===== config.mk =====
export PLATFORM = sky130hd
export DESIGN_NAME = r8_pp_generator
export DESIGN_NICKNAME = d
export VERILOG_FILES = /design/src/rtl/r8_pp_generator.sv
export SDC_FILE = /design/constraint.sdc
export NUM_CORES = 1
export LEC_CHECK = 0
export CELL_PAD_IN_SITES_DETAIL_PLACEMENT = 1
export CELL_PAD_IN_SITES_GLOBAL_PLACEMENT = 1
export CORE_UTILIZATION = 44
export DETAILED_ROUTE_END_ITERATION = 10
export DONT_BUFFER_PORTS = 1
export HOLD_SLACK_MARGIN = 0.06
export PLACE_DENSITY = 0.9
export SYNTH_ARGS = -nofsm -noshare
export SYNTH_HDL_FRONTEND = slang
export SYNTH_SLANG_ARGS = --single-unit

===== constraint.sdc =====
create_clock -name clk -period 5.3 [get_ports clk]
set_input_delay 0.795 -clock clk [delete_from_list [all_inputs] [get_ports clk]]
set_output_delay 0.795 -clock clk [all_outputs]
set_load 0.01 [all_outputs]

===== src/rtl/r8_pp_generator.sv =====
// Radix-8 Booth partial-product generator: two-stage valid/ready pipeline feeding a Dadda tree.
// Optional transfer counter enabled by defining R8_PPGEN_OPCOUNT_EN.
module r8_pp_generator #(
  parameter int unsigned N = 16,
  localparam int unsigned NPP = (N + 2) / 3,
  localparam int unsigned W = N + 3
) (
  input  logic             clk,
  input  logic             rst,
  input  logic             in_valid,
  output logic             in_ready,
  input  logic [N-1:0]     x_in,
  input  logic [N-1:0]     y_in,
  output logic             out_valid,
  input  logic             out_ready,
  output logic [NPP*W-1:0] pp_out,
  output logic [NPP-1:0]   neg_out,
  output logic [15:0]      op_count
);

  localparam int unsigned XW = N + 2;
  localparam int unsigned YW = 3 * NPP + 1;
  localparam int unsigned CW = 5;

  logic              a_valid;
  logic              b_valid;
  logic [N-1:0]      a_x;
  logic [XW-1:0]     a_x3;
  logic [NPP*CW-1:0] a_code;

  logic              b_adv;
  logic              a_adv;
  logic              in_fire;
  logic [XW-1:0]     x3_d;
  logic [NPP*CW-1:0] code_d;
  logic [NPP*W-1:0]  pp_d;
  logic [NPP-1:0]    neg_d;

  assign b_adv    = ~b_valid | out_ready;
  assign a_adv    = a_valid & b_adv;
  assign in_ready = ~a_valid | a_adv;
  assign in_fire  = in_valid & in_ready;
  assign out_valid = b_valid;

  assign x3_d = XW'($signed(x_in)) + (XW'($signed(x_in)) << 1);

  // Booth windows over Y sign-extended to 3*NPP bits with an implicit Y[-1]=0
  always_comb begin
    logic [YW-1:0] yw;
    logic [3:0]    win;
    logic [2:0]    sum;
    logic [2:0]    mag;
    code_d = '0;
    yw     = {(YW-1)'($signed(y_in)), 1'b0};
    win    = '0;
    sum    = '0;
    mag    = '0;
    for (int i = 0; i < int'(NPP); i++) begin
      win = yw[3*i +: 4];
      sum = 3'({win[2], 1'b0}) + 3'(win[1]) + 3'(win[0]);
      mag = win[3] ? (3'd4 - sum) : sum;
      code_d[CW*i +: CW] = {win[3], mag == 3'd4, mag == 3'd3, mag == 3'd2, mag == 3'd1};
    end
  end

  // Row selection: |d|*X, inverted for negative digits; the +1 goes out on neg
  always_comb begin
    logic [CW-1:0] c;
    logic [W-1:0]  xe;
    logic [W-1:0]  x3e;
    logic [W-1:0]  m;
    logic          s;
    pp_d  = '0;
    neg_d = '0;
    c     = '0;
    m     = '0;
    s     = 1'b0;
    xe    = W'($signed(a_x));
    x3e   = W'($signed(a_x3));
    for (int i = 0; i < int'(NPP); i++) begin
      c = a_code[CW*i +: CW];
      if (c[0])      m = xe;
      else if (c[1]) m = xe << 1;
      else if (c[2]) m = x3e;
      else if (c[3]) m = xe << 2;
      else           m = '0;
      s = c[4] & (|c[3:0]);
      pp_d[W*i +: W] = s ? ~m : m;
      neg_d[i] = s;
    end
  end

  // Stage A: operand capture and Booth encoding
  always_ff @(posedge clk or posedge rst) begin
    if (rst) begin
      a_valid <= 1'b0;
      a_x     <= '0;
      a_x3    <= '0;
      a_code  <= '0;
    end else begin
      if (in_fire) begin
        a_valid <= 1'b1;
        a_x     <= x_in;
        a_x3    <= x3_d;
        a_code  <= code_d;
      end else if (a_adv) begin
        a_valid <= 1'b0;
      end
    end
  end

  // Stage B: partial-product rows, held while downstream stalls
  always_ff @(posedge clk or posedge rst) begin
    if (rst) begin
      b_valid <= 1'b0;
      pp_out  <= '0;
      neg_out <= '0;
    end else if (b_adv) begin
      b_valid <= a_valid;
      if (a_valid) begin
        pp_out  <= pp_d;
        neg_out <= neg_d;
      end
    end
  end

`ifdef R8_PPGEN_OPCOUNT_EN
  always_ff @(posedge clk or posedge rst) begin
    if (rst) begin
      op_count <= '0;
    end else if (b_valid && out_ready && (op_count != 16'hFFFF)) begin
      op_count <= op_count + 16'd1;
    end
  end
`else
  assign op_count = '0;
`endif

endmodule


==> summary.txt <==
Die
  – # rows: 60
  – Die area: roughly 28000 µm²
  – Die height: 168 µm
  – Chip Width: between 150 and 200 µm
  – Core area: ~27000 µm²
  – I/O pins: around 170
  – Initial Utilization: between 40% and 50%

Timing
  – Worst hold margin: slightly above 400 ps
  – Setup violations, final: 0
  – Slew margin rel.: between 20% and 30%
  – Setup Skew: ~15 ps
  – RSZ-0062 raised after global routing: false
  – Final Cycle Share: between 50% and 60%
  – Clock period minus worst slack: between 2000 and 3000 ps
  – Highest clock rate: 376 MHz
  – Final TNS setup: 0 ps
  – Max Slew Vio Count: 0
  – Tightest Pin Transition: between 1000 and 1500 ps
  – Final hold vios: 0

GRT
  – Initial antenna violation count: 0
  – Total grt overflow: 0
  – Gr usage total: between 20% and 30%
  – First-pass GRT wire length: 61700 µm
  – Vias in the first global route: between 10k and 15k
  – Largest net degree at the start of global routing: roughly 180

Power and ir drop
  – Peak VDD IR: between 0.2 and 0.3 mV
  – Internal power: between 0.003 and 0.004 W
  – Combinational power share: 28.2%
  – Sequential power share: 48.6%
  – Sw frac: around 44%
  – Switching power total: between 0.002 and 0.0025 W
  – Leak: about 5.2 nW
  – PwrDens: 439 nW/µm²
  – Clk pwr share: a little under a quarter

Worst setup path
  – Reg-to-Reg End: pp_out[38]
  – Worst r2r src: a_code[10]
  – Worst EP required: 5650 ps
  – Crit path from: a_code[10]
  – Worst EP arrival: around 3000 ps
  – CP Launch Type: flip-flop
  – Reg2Reg Depth: 4
  – CP endpoint kind: flip-flop
  – Reg-to-reg slack, setup: around 2600 ps
  – CP Max Fanout: 34
  – Crit path kind: reg2reg

Place
  – Placed Cells: around 1.7k
  – Gpl congestion: 0.906
  – Post-DP Area: roughly 12000 µm²
  – HPWL after DPL: between 20000 and 30000 µm
  – Port bufs: 0

Route
  – Pre-Repair DR Iteration Count: 5
  – DRC Markers: 0
  – Detail Route Antenna Nets: 0
  – Final WL: between 30000 and 40000 µm
  – Iteration-0 DRC Markers: around 1.2k
  – Vias: approximately 11k
  – DR vias/cell: between 6 and 7
  – Routed length per placed instance: between 20 and 25 µm

Job
  – Max Cap Violations: 0

Clock tree
  – Hold buffers post-CTS: 0
  – Clock sinks: approximately 180
  – Buffer depth of the longest clock path: 2
  – CTS Buf Count: 17
  – Clock root buffer master: clkbuf_16
  – Clk_lat worst skew: around 450 ps
  – Resize count post-CTS: 0
  – CTS tree: built
  – H-Tree Level Count: 4
  – Setup bufs post-CTS: 0
  – Worst-path clk slew: 80 ps

Logic synthesis
  – Largest cells by area after synthesis: dfrtp_1 37%, nand2_1 9.8%, o21ai_0 7.5%, xor2_1 4.6%, xnor2_1 4.1%
  – Ys async rst share: 100%
  – Syn_area_per_cell: just over 8 µm²
  – Yosys warnings: 0
  – Synth cell count leaders: 315 x nand2_1, 181 x o21ai_0, 178 x dfrtp_1, 102 x clkbuf_1, 69 x a21oi_1
  – Most used DFF post-synth: dfrtp_1
  – Netlist cell types: 54
  – Synth Cell Area: 12100 µm²
  – Top-area cell type share of the netlist area: 36.9%
  – Number of flops mapped to enable cells by yosys: 0
  – Post-synthesis register bit count: around 180
  – Seq/Total Area, Yosys: between 30% and 40%
  – Cells after Synth: approximately 1.5k
  – Post-synth top area cell: dfrtp_1
  – Cell with the most instances after synthesis: nand2_1

Finish
  – Fin cells: between 1.5k and 2k
  – Layout Nets: between 1k and 1.5k
  – Finished Cell Area: around 12000 µm²
  – Final core occ: a little under half
  – Diodes inserted: 0
  – Ratio of cells with drive above 1 in the final layout: 3.36%
  – Synth-to-Final Area Change: 2.46%

Min path
  – Hold Crit Class: in2async

Outcome
  – Status: finished clean
[cell usage in the layout, fill, tap and decap left out, types with 3 or more instances in the layout]
| cell | synthesis | layout |
|---|---|---|
| nand2_1 | 315 | 314 |
| o21ai_0 | 181 | 181 |
| dfrtp_1 | 178 | 178 |
| a21oi_1 | 69 | 69 |
| xor2_1 | 64 | 64 |
| nand3b_1 | 61 | 61 |
| a31oi_1 | 58 | 58 |
| xnor2_1 | 57 | 57 |
| a21o_1 | 53 | 53 |
| nor3b_1 | 48 | 48 |
| ha_1 | 32 | 32 |
| inv_1 | 31 | 30 |
| a22oi_1 | 26 | 26 |
| nor2_1 | 25 | 25 |
| clkbuf_16 | 0 | 17 |
| o31ai_1 | 16 | 16 |
| conb_1 | 1 | 16 |
| o211ai_1 | 11 | 11 |
| a22o_1 | 10 | 10 |
| nand2b_1 | 9 | 9 |
| nand3_1 | 8 | 8 |
| nor2b_1 | 7 | 7 |
| and2_1 | 6 | 6 |
| nor4_1 | 6 | 6 |
| o41ai_1 | 6 | 6 |
| inv_8 | 0 | 5 |
| and3_1 | 4 | 4 |
| clkinvlp_4 | 0 | 4 |
| inv_6 | 0 | 4 |
| o21a_1 | 3 | 3 |
| a221oi_1 | 3 | 3 |
| mux2i_1 | 3 | 3 |
| buf_4 | 24 | 3 |
[power groups by stage]
stage / clock network (W) / registers [W] / logic, W
after detailed placement: 0 / 0.00265 / 0.00152
after global routing: 0.00133 / 0.00270 / 0.00173
after global placement: 0 / 0.00263 / 0.00144
after CTS: 0.00128 / 0.00263 / 0.00153
after floorplan: 0 / 0.00222 / 0.00144
final: 0.00126 / 0.00264 / 0.00153
[layout make-up]
class	instances	area, µm²
clock buffers	18	429
clock inverters	14	139
fillers	3206	14600
inverters	31	120
multi-input cells	1123	6730
flip-flops and latches	178	4450
well taps	341	427
repair buffers	5	62.6
[state kept, by name (all words and copies together) (netlist names)]
name / flops
neg_out: 6
a_x3: 16
a_valid: 1
a_code: 30
out_valid: 1
pp_out: 108
a_x: 16
[routing by layer]
| metal | routed length [µm] | global-route usage, % | share of wire [%] | vias up |
|---|---|---|---|---|
| met5 | 0 | 0 | 0 | - |
| met4 | 2170 | 16.9 | 5.5 | 0 |
| met3 | 4120 | 6.93 | 10 | 127 |
| met2 | 17800 | 44.2 | 45 | 505 |
| met1 | 15700 | 36.4 | 39 | 5161 |
| li1 | - | - | - | 4816 |
[worst max path at each step]
stage	to	cells past startpoint
3_3_place_gp	a_x3[11]	7
2_1_floorplan	a_code[0]	1
4_1_cts	pp_out[38]	4
3_5_place_dp	a_x3[11]	7
5_1_grt	pp_out[38]	4
6_report	pp_out[38]	4
[logic make-up after synthesis]
| logic type | synth area share (%) |
|---|---|
| AO/OA/AOI/OAI | 22.8 |
| XOR/XNOR | 8.78 |
| adder cells (fa/ha/maj) | 3.48 |
| buffers and inverters | 7.83 |
| flip-flops | 36.9 |
| multiplexers | 0.373 |
| other | 0.0311 |
| AND/OR/NAND/NOR | 19.8 |
[metrics by stage]
step	setup WS, ps	total power, W
detailed placement	2420	0.00417
global route	2330	0.00575
floorplan	2220	0.00366
global placement	2510	0.00407
CTS	2630	0.00544
finish	2640	0.00543
[critical path: stages, from the launching register on]
cell	delay, ps
dfrtp_1	760
nor4_1	550
nand2b_1	850
xnor2_1	140
o21ai_0	240
Note: power is estimated with default switching activity, not from simulation.
